[config.mk]
export PLATFORM = sky130hd
export DESIGN_NAME = keypad_matrix_scanner
export DESIGN_NICKNAME = d
export VERILOG_FILES = /design/src/rtl/keypad_matrix_scanner.sv
export SDC_FILE = /design/constraint.sdc
export NUM_CORES = 1
export LEC_CHECK = 0
export ABC_AREA = 1
export CAP_MARGIN = 25
export CORE_MARGIN = 1
export CORE_UTILIZATION = 54
export DETAILED_ROUTE_END_ITERATION = 6
export PLACE_DENSITY = 0.74
export SYNTH_ARGS = -nofsm -noshare
export SYNTH_HDL_FRONTEND = slang
export SYNTH_SLANG_ARGS = --single-unit
[constraint.sdc]
create_clock -name clk -period 3.4 [get_ports clk]
set_input_delay 0.68 -clock clk [delete_from_list [all_inputs] [get_ports clk]]
set_output_delay 0.68 -clock clk [all_outputs]
set_load 0.005 [all_outputs]
[src/rtl/keypad_matrix_scanner.sv]
// Matrix keypad scanner: drives one active-low column at a time, samples synchronised
// active-low rows, debounces over whole scan frames and reports one raw key index per press.
module keypad_matrix_scanner #(
  parameter int ROWS           = 4,
  parameter int COLS           = 4,
  parameter int SCAN_DIV       = 62501,
  parameter int DEBOUNCE_SCANS = 2,
  parameter int REPEAT_SCANS   = 0,
  parameter int KW             = (ROWS * COLS > 1) ? $clog2(ROWS * COLS) : 1
) (
  input  logic            clk,
  input  logic            rst_n,
  input  logic [ROWS-1:0] row_in,
  output logic [COLS-1:0] col_out,
  output logic [KW-1:0]   key_code,
  output logic            key_valid,
  output logic            key_held,
  output logic            multi_key
);

  localparam int DIV_W = (SCAN_DIV > 1) ? $clog2(SCAN_DIV) : 1;
  localparam int COL_W = (COLS > 1) ? $clog2(COLS) : 1;
  localparam int ROW_W = (ROWS > 1) ? $clog2(ROWS) : 1;
  localparam int DW    = $clog2(DEBOUNCE_SCANS + 1);
  localparam int RW    = (REPEAT_SCANS > 0) ? $clog2(REPEAT_SCANS + 1) : 1;

  localparam logic [DIV_W-1:0] DIV_LAST = DIV_W'(SCAN_DIV - 1);
  localparam logic [COL_W-1:0] COL_LAST = COL_W'(COLS - 1);
  localparam logic [DW-1:0]    DEB_LAST = DW'(DEBOUNCE_SCANS - 1);
  localparam logic [RW-1:0]    REP_LAST = RW'(REPEAT_SCANS - 1);

  localparam logic [1:0] ST_IDLE     = 2'd0;
  localparam logic [1:0] ST_DEBOUNCE = 2'd1;
  localparam logic [1:0] ST_HELD     = 2'd2;

  // Row synchroniser; reset to 1s so idle (released) rows are seen as not pressed.
  logic [ROWS-1:0] row_meta;
  logic [ROWS-1:0] row_sync;

  // NOTE: every clocked block uses non-blocking (<=) assignments so all registers
  // sample pre-edge values; blocking (=) here would create order-dependent races.
  always_ff @(posedge clk or negedge rst_n) begin
    if (!rst_n) begin
      row_meta <= '1;
      row_sync <= '1;
    end else begin
      row_meta <= row_in;
      row_sync <= row_meta;
    end
  end

  // Column divider and scan pointer
  logic [DIV_W-1:0] div;
  logic [COL_W-1:0] col;
  logic             tc;
  logic             frame_end;

  assign tc        = (div == DIV_LAST);
  assign frame_end = tc && (col == COL_LAST);

  always_ff @(posedge clk or negedge rst_n) begin
    if (!rst_n) begin
      div <= '0;
      col <= '0;
    end else if (tc) begin
      div <= '0;
      col <= (col == COL_LAST) ? '0 : col + 1'b1;
    end else begin
      div <= div + 1'b1;
    end
  end

  assign col_out = ~(COLS'(1) << col);

  // Rows pressed in the current column: saturating count and lowest row index.
  logic [1:0]       col_hits;
  logic [ROW_W-1:0] col_low_row;

  // NOTE: each always_comb output gets a default before any branch, so no
  // path can leave it unassigned and infer a latch.
  always_comb begin
    col_hits    = 2'd0;
    col_low_row = '0;
    for (int i = ROWS - 1; i >= 0; i--) begin
      if (!row_sync[i]) begin
        col_low_row = ROW_W'(i);
        if (col_hits != 2'd2) col_hits = col_hits + 2'd1;
      end
    end
  end

  logic [KW-1:0] col_idx;
  assign col_idx = KW'(col) * KW'(ROWS) + KW'(col_low_row);

  // Frame accumulators merged with the column being sampled at this tc.
  logic [1:0]    acc_hits;
  logic [KW-1:0] acc_low;
  logic [1:0]    frame_hits;
  logic [KW-1:0] frame_low;

  always_comb begin
    frame_hits = acc_hits;
    frame_low  = acc_low;
    if (col_hits != 2'd0) begin
      // Earlier columns always hold lower indices, so only an empty frame takes col_idx.
      if (acc_hits == 2'd0) frame_low = col_idx;
      frame_hits = (acc_hits == 2'd0 && col_hits == 2'd1) ? 2'd1 : 2'd2;
    end
  end

  always_ff @(posedge clk or negedge rst_n) begin
    if (!rst_n) begin
      acc_hits <= 2'd0;
      acc_low  <= '0;
    end else if (frame_end) begin
      acc_hits <= 2'd0;
      acc_low  <= '0;
    end else if (tc) begin
      acc_hits <= frame_hits;
      acc_low  <= frame_low;
    end
  end

  logic frame_single;
  logic frame_match;

  assign frame_single = (frame_hits == 2'd1);

  // Debounce / hold / repeat FSM; only frame evaluations move it.
  logic [1:0]    state;
  logic [KW-1:0] cand;
  logic [DW-1:0] cnt;
  logic [DW-1:0] rel;
  logic [RW-1:0] rep;

  assign frame_match = frame_single && (frame_low == cand);

  always_ff @(posedge clk or negedge rst_n) begin
    if (!rst_n) begin
      state     <= ST_IDLE;
      cand      <= '0;
      cnt       <= '0;
      rel       <= '0;
      rep       <= '0;
      key_code  <= '0;
      key_valid <= 1'b0;
      multi_key <= 1'b0;
    end else begin
      key_valid <= 1'b0;
      if (frame_end) begin
        multi_key <= (frame_hits == 2'd2);
        case (state)
          ST_IDLE: begin
            if (frame_single) begin
              cand <= frame_low;
              cnt  <= DW'(1);
              rel  <= '0;
              rep  <= '0;
              if (DEBOUNCE_SCANS == 1) begin
                state     <= ST_HELD;
                key_code  <= frame_low;
                key_valid <= 1'b1;
              end else begin
                state <= ST_DEBOUNCE;
              end
            end
          end
          ST_DEBOUNCE: begin
            if (frame_match) begin
              if (cnt == DEB_LAST) begin
                state     <= ST_HELD;
                key_code  <= cand;
                key_valid <= 1'b1;
              end else begin
                cnt <= cnt + 1'b1;
              end
            end else begin
              state <= ST_IDLE;
              cnt   <= '0;
            end
          end
          ST_HELD: begin
            if (frame_match) begin
              rel <= '0;
              if (REPEAT_SCANS > 0) begin
                if (rep == REP_LAST) begin
                  key_code  <= cand;
                  key_valid <= 1'b1;
                  rep       <= '0;
                end else begin
                  rep <= rep + 1'b1;
                end
              end
            end else begin
              // Any other result counts towards release; a new key must re-debounce from IDLE.
              rep <= '0;
              if (rel == DEB_LAST) begin
                state <= ST_IDLE;
                cnt   <= '0;
                rel   <= '0;
              end else begin
                rel <= rel + 1'b1;
              end
            end
          end
          default: state <= ST_IDLE;
        endcase
      end
    end
  end

  assign key_held = (state == ST_HELD);

endmodule

==> run_results.csv, run 1 <==
group,metric,value,unit
layout,seq_area,0.00121,mm^2
clocking,ctsHoldBuffers,0,
detailed_routing,drc,0,
logic_synthesis,synth_cells,331,
timing,rsz0062_at_grt,"false",
timing,fin_crit_sh,0.842,
detailed_routing,drt_pass1_iterations,4,
worst_setup_path,slowest_stage,"dfstp_2",
logic_synthesis,yosysWarnings,0,
timing,setup_viol,0,
clocking,clockBufferDepth,2,
floorplanning,core-area,0.00475,mm^2
worst_setup_path,required,3.64,ns
timing,slew_headroom,0.753,
worst_setup_path,setup.worst_path.end,"state[1]",
global_route,grt-ovfl-total,0,
floorplanning,fp.dieArea,0.00525,mm^2
global_route,track_usage,0.215,
layout,final_core_util,0.638,
clocking,postCtsSetupRepairBufs,0,
worst_setup_path,rr_startpoint,"row_sync[2]",
timing,finalMaxSlewViolations,0,
global_route,met3_usage,0.0333,
worst_setup_path,path_class,"flop to flop",
clocking,cts_tree,"built",
layout,nFillCells,410,
global_route,grt_pass1_vias,2029,
worst_setup_path,crit_family,"simple AND/OR/NAND/NOR gates",
worst_setup_path,cp.arrival,3.10,ns
logic_synthesis,synth-seq-cells,48,
power_and_ir_drop,p_per_area,344,mW/mm^2
logic_synthesis,ys_seq_area_frac,0.452,
clocking,cts_resized,0,
worst_setup_path,start_kind,"flop",
global_route,grt_max_degree,36,
floorplanning,ioPinCount,17,
place,dp_hpwl,3730,um
global_route,antenna_found_initial,0,
floorplanning,die_y,72.5,um
logic_synthesis,synth_top_area_frac,0.373,
worst_setup_path,cpPeakStageDelay,0.56,ns
clocking,htree_levels,2,
logic_synthesis,async_flop_share,1.00,
layout,antenna_cells,0,
global_route,grt_busiest_layer,"met2",
timing,period_minus_slack,2.86,ns
global_route,use_met1,0.295,
logic_synthesis,synth_most_common_cell,"nand2_1",
logic_synthesis,synth-adder-area-share,0.0794,
layout,multi_input_area,0.00124,mm^2
logic_synthesis,synth.area.top_cells,"dfrtp_1 (37%), nand2_1 (11%), ha_1 (7.9%)",
clocking,clock_latency,0.30,ns
logic_synthesis,synth.distinct_cells,31,
worst_setup_path,worst_r2r_path_depth,21,
run_status,outcome,"completed",
global_route,grt.met2_usage,0.350,
worst_setup_path,reg2reg_to,"state[1]",
detailed_routing,viasPerCell,4.91,
clocking,clkSlewWorstSetupHoldPaths,0.09,ns
place,dp_cells,415,
logic_synthesis,synth-compound-area-share,0.0766,
worst_setup_path,cp_num_cells,21,
worst_hold_path,min-delay-path-class,"input pin to asynchronous set/reset pin",
worst_setup_path,crit_start,"row_sync[2]",
timing,worstMarginPinSlew,0.370,ns
timing,finalClockSkew,0.00817,ns
detailed_routing,drt-wirelength-per-cell,11.6,um
clocking,numCtsBuffers,5,
detailed_routing,ant_nets,0,
worst_setup_path,path_cells,"inv_1 -> ha_1 -> inv_1 -> nand2_1 -> nand2_1 -> ha_1 -> nand2_2 -> nand2_2 -> nor2_8 -> nand2_4 -> nand2_1 -> nand2_1 -> nand2_1 -> nand2_1 -> nor2_4 -> nand2_2 -> nor2_2 -> nand2_2 -> nand2_2 -> nand2_1 -> nand2_1",
power_and_ir_drop,p_leak,1.51,nW
logic_synthesis,postSynthAreaPerCell,8.10,um^2
floorplanning,num_rows,25,
layout,final_layout_size_suffix_gt1_frac,0.124,
floorplanning,fp.dieW,72.5,um
logic_synthesis,synth-simple-area-share,0.298,
layout,syn_to_final_growth,13.1,%
logic_synthesis,synth_xor_area_frac,0.00980,
clocking,root_buffer,"clkbuf_8",
place,place.gp.congestion,0.850,
detailed_routing,dr.first_iter.drc_count,106,
logic_synthesis,synth_edf_count,0,
power_and_ir_drop,ir_drop,0.242,mV
worst_setup_path,critPathCaptureType,"flop",
place,io_buffer_count,16,
timing,final_hold_viol_count,0,
detailed_routing,routed_wl,4910,um
logic_synthesis,synth_top_family_by_area,"simple AND/OR/NAND/NOR gates",
timing,clock.fmax,0.349,GHz
worst_setup_path,worst-path-buf-inv,2,
global_route,grt_pass1_wl,8730,um
layout,finalNonFillerCells,423,
worst_setup_path,worstPathMaxFanout,9,
timing,tns,0,ns
run,drv_cap,0,
logic_synthesis,syn_area,0.00268,mm^2
worst_setup_path,regToRegSetupSlack,0.54,ns
detailed_routing,num_vias,2075,
logic_synthesis,synthMuxAreaShare,0,
logic_synthesis,yosys-top-cells-count,"nand2_1 (79), inv_1 (55), dfrtp_1 (40), nand3_1 (25)",
floorplanning,initial_core_util,0.564,
timing,whs,0.288,ns
logic_synthesis,synth_fp_nets,354,
worst_setup_path,crit_top_cell,"nand2_1",
layout,fin_nets,378,
clocking,clock-sinks,48,
logic_synthesis,ys.flop_type,"dfrtp_1",
logic_synthesis,yosysTopAreaCell,"dfrtp_1",
[routing by layer]
layer / up-vias / part of all wire
li1: 1086 / -
met1: 959 / 0.51
met2: 25 / 0.45
met3: 5 / 0.024
met4: 0 / 0.014
met5: - / 0
[logic make-up (layout without fill, tap and decap cells)]
family / after synthesis / in the layout
adder cells (fa/ha/maj): 17 / 17
AO/OA/AOI/OAI: 39 / 39
AND/OR/NAND/NOR: 164 / 164
buffers and inverters: 60 / 85
XOR/XNOR: 3 / 3
flip-flops: 48 / 48
[layout make-up]
| class | instances | area share |
|---|---|---|
| Multi-Input combinational cell | 223 | 0.410 |
| Sequential cell | 48 | 0.400 |
| Inverter | 60 | 0.0743 |
| Timing Repair Buffer | 17 | 0.0578 |
| Tap cell | 67 | 0.0277 |
| Clock buffer | 6 | 0.0272 |
| Clock inverter | 2 | 0.00330 |
[where the power goes]
| group | internal [W] | total, W | leakage [nW] | switching [W] |
|---|---|---|---|---|
| clock | 0.000162 | 0.000344 | 0.0510 | 0.000181 |
| combinational | 0.0000399 | 0.000118 | 0.832 | 0.0000781 |
| sequential | 0.000579 | 0.000583 | 0.629 | 0.00000353 |
| total | 0.000781 | 0.00104 | 1.51 | 0.000263 |
[per-stage QoR]
| stage | setup WS (ns) | instance area [um^2] | total power, W |
|---|---|---|---|
| finish | 0.538 | 3030 | 0.00104 |
| CTS | 0.555 | 3030 | 0.00106 |
| detailed placement | 0.581 | 2940 | 0.000712 |
| floorplan | 0.850 | 2680 | 0.000676 |
| global route | 0.327 | 3030 | 0.00109 |
| global placement | 0.651 | 2920 | 0.000706 |
[worst register-to-register path: cells and delay by family, from the launching register on]
kind / cells / cell delay (ns)
AND/OR/NAND/NOR: 17 / 1.57
adder cells (fa/ha/maj): 2 / 0.59
flip-flops: 1 / 0.56
buffers and inverters: 2 / 0.10
[sequential cells by signal (all words and copies together) (netlist names)]
signal     cells
div           16
row_meta       4
acc_hits       2
state          2
col            2
key_valid      1
multi_key      1
key_code       4
acc_low        4
row_sync       4
cnt            2
cand           4
rel            2
[worst min path at each step]
stage / from / end / slack, ns / cells past startpoint
6_report: rst_n / cnt[1] / 0.29 / 1
2_1_floorplan: row_meta[0] / row_sync[0] / 0.35 / 0
3_5_place_dp: row_meta[0] / row_sync[0] / 0.35 / 0
4_1_cts: rst_n / cnt[1] / 0.29 / 1
3_3_place_gp: row_meta[1] / row_sync[1] / 0.35 / 0
5_1_grt: rst_n / acc_low[2] / 0.30 / 1
[placed cells by master (no fill, tap or decap), types with 2 or more instances in the layout]
master	synthesis	final
nand2_4	3	3
o22ai_1	2	2
nand3_1	25	25
clkdlybuf4s50_1	0	15
nor2_2	3	3
nand3b_1	4	4
nor2_1	23	23
nor2_4	3	3
nor3_1	4	4
o21ai_1	4	4
nand2_1	79	79
clkbuf_8	0	6
nand2_2	7	7
ha_1	17	17
clkinv_2	0	2
nand3_2	3	3
a21oi_1	7	7
inv_1	55	55
o21ai_0	23	23
dfrtp_1	40	40
xor2_1	2	2
dfstp_2	8	8
inv_2	4	4
nand4_1	5	5
Power figures use the tool's default switching activity.
==> run 2, diff against run 1 <==
Settings changed: CORE_UTILIZATION 54 to 53, PLACE_DENSITY 0.74 to 0.75.
Clock period 3.4 ns to 2.56 ns, I/O delays scaled along.
==> run_results.csv, run 2 (synthesis results as in run 1) <==
group,metric,value,unit
run_status,outcome,"finished, violations left",
run_status,failed_checks,"negative setup slack",
detailed_routing,dr.first_iter.drc_count,146,
worst_setup_path,rr_startpoint,"row_sync[2]",
timing,final_hold_viol_count,0,
timing,clock.fmax,0.366,GHz
timing,slew_headroom,0.602,
detailed_routing,ant_nets,0,
global_route,grt_max_degree,49,
place,place.gp.congestion,0.853,
global_route,grt-ovfl-total,0,
clocking,ctsHoldBuffers,0,
layout,antenna_cells,0,
layout,seq_area,0.00121,mm^2
layout,layout.cells.most_common,"nand2_1",
timing,worstMarginPinSlew,0.597,ns
worst_setup_path,slowest_stage,"dfstp_2",
layout,finalInstanceArea,0.00336,mm^2
run,drv_cap,0,
floorplanning,initial_core_util,0.560,
floorplanning,ioPinCount,17,
clocking,htree_levels,2,
worst_setup_path,path_class,"flop to flop",
worst_setup_path,start_kind,"flop",
clocking,cts_tree,"built",
place,io_buffer_count,16,
timing,finalClockSkew,0.0129,ns
worst_setup_path,cpPeakStageDelay,0.56,ns
clocking,root_buffer,"clkbuf_8",
worst_hold_path,min-delay-path-class,"input pin to asynchronous set/reset pin",
detailed_routing,routed_wl,5550,um
clocking,numCtsBuffers,5,
layout,final_core_util,0.703,
power_and_ir_drop,p_per_area,467,mW/mm^2
global_route,grt_pass1_vias,2079,
power_and_ir_drop,p_leak,1.65,nW
place,dp_hpwl,3650,um
global_route,antenna_found_initial,0,
worst_setup_path,regToRegSetupSlack,-0.17,ns
timing,setup_ws,-0.172,ns
clocking,clkSlewWorstSetupHoldPaths,0.09,ns
timing,period_minus_slack,2.73,ns
layout,syn_to_final_growth,25.5,%
timing,finalMaxSlewViolations,0,
layout,largest_reg_flops,16,
clocking,clockBufferDepth,2,
layout,final_cell_mix,"nand2_1 (70), inv_1 (52), dfrtp_1 (40)",
worst_setup_path,path_cells,"inv_2 -> ha_4 -> inv_2 -> nand2_2 -> nand2_2 -> ha_4 -> nand2_4 -> nand2_4 -> nor2_8 -> nand2_4 -> nand2_4 -> nand3_4 -> inv_2 -> nand3_2 -> nor2_4 -> nand3_4 -> nand3_1 -> nor2_1 -> nand2_1 -> nand2_1",
layout,nFillCells,374,
worst_setup_path,crit_start,"row_sync[2]",
floorplanning,die_y,73.1,um
detailed_routing,num_vias,2257,
layout,regMostFlops,"div",
place,placed_area,0.00302,mm^2
worst_setup_path,worst_r2r_path_depth,20,
detailed_routing,viasPerCell,5.04,
floorplanning,fp.dieArea,0.00535,mm^2
clocking,clock-sinks,48,
worst_setup_path,worstPathMaxFanout,8,
timing,rsz0062_at_grt,"true",
timing,fin_crit_sh,1.07,
worst_setup_path,reg2reg_to,"cnt[0]",
detailed_routing,drt_pass1_iterations,4,
layout,final_layout_size_suffix_gt1_frac,0.239,
place,dp_slack,-0.185,ns
global_route,track_usage,0.220,
worst_setup_path,critPathCaptureType,"flop",
power_and_ir_drop,ir_drop,0.310,mV
clocking,clock_latency,0.30,ns
floorplanning,num_rows,25,
global_route,grt_pass1_wl,9030,um
worst_setup_path,cp.arrival,2.92,ns
detailed_routing,drt-wirelength-per-cell,12.4,um
layout,multi_input_area,0.00138,mm^2
worst_setup_path,required,2.75,ns
floorplanning,fp.dieW,73.1,um
layout,fin_nets,403,
worst_setup_path,crit_top_cell,"nand2_4",
detailed_routing,drc,0,
floorplanning,core-area,0.00479,mm^2
timing,setup_viol,11,
run 2: cell types whose count changed in the layout (fill, tap and decap cells not counted), moves of 3 or more:
cell | before | now
nand3_1 | 25 | 21
ha_1 | 17 | 14
nand2_1 | 79 | 70
inv_1 | 55 | 52
buf_4 | 0 | 24
nand2_2 | 7 | 11
nand2_4 | 3 | 9
run 2: repair_timing:
item	4_1_cts	5_1_grt
hold endpoints to repair	0	0
cloned	1	0
pin swaps	2	6
gates resized for setup	12	22
buffers inserted	5	6
setup endpoints to repair	11	15
run 2: worst max-delay path, delay by kind of cell (launching register included):
family | cells | cell delay [ns]
flip-flops | 1 | 0.56
adder cells (fa/ha/maj) | 2 | 0.48
AND/OR/NAND/NOR | 15 | 1.40
buffers and inverters | 3 | 0.16
run 2: where the power goes:
group	internal, W	switching [W]	total, W	leakage, nW
logic	0.000113	0.000143	0.000256	0.964
registers	0.000769	0.00000480	0.000774	0.629
clock network	0.000289	0.000253	0.000542	0.0541
total	0.00117	0.000401	0.00157	1.65
run 2: layer usage:
layer  part of all wire  global-route usage
met4              0.019              0.0719
met5                  0                   0
met3              0.026              0.0401
met2               0.49               0.357
met1               0.46               0.298
run 2: final cells by class:
class / instances / share of cell area
timing repair buffer: 41 / 0.103
clock inverter: 3 / 0.0126
inverter: 60 / 0.0677
tap: 67 / 0.0249
multi-input combinational: 224 / 0.411
sequential: 48 / 0.360
clock buffer: 5 / 0.0205
run 2: worst max path at each step:
stage,to,slack (ns)
floorplan,state[0],0.01
finish,cnt[0],-0.17
CTS,key_code[1],-0.14
global placement,key_code[1],-0.08
detailed placement,state[1],-0.18
global route,key_code[3],-0.33
run 2: metrics by stage:
stage / setup TNS (ns) / hold slack [ns] / power, W / std cells
2_1_floorplan: 0 / 0.216 / 0.000898 / 331
3_3_place_gp: -0.717 / 0.347 / 0.000971 / 428
3_5_place_dp: -1.69 / 0.347 / 0.000974 / 428
4_1_cts: -1.28 / 0.314 / 0.00154 / 442
5_1_grt: -4.14 / 0.347 / 0.00165 / 448
6_report: -1.56 / 0.297 / 0.00157 / 448
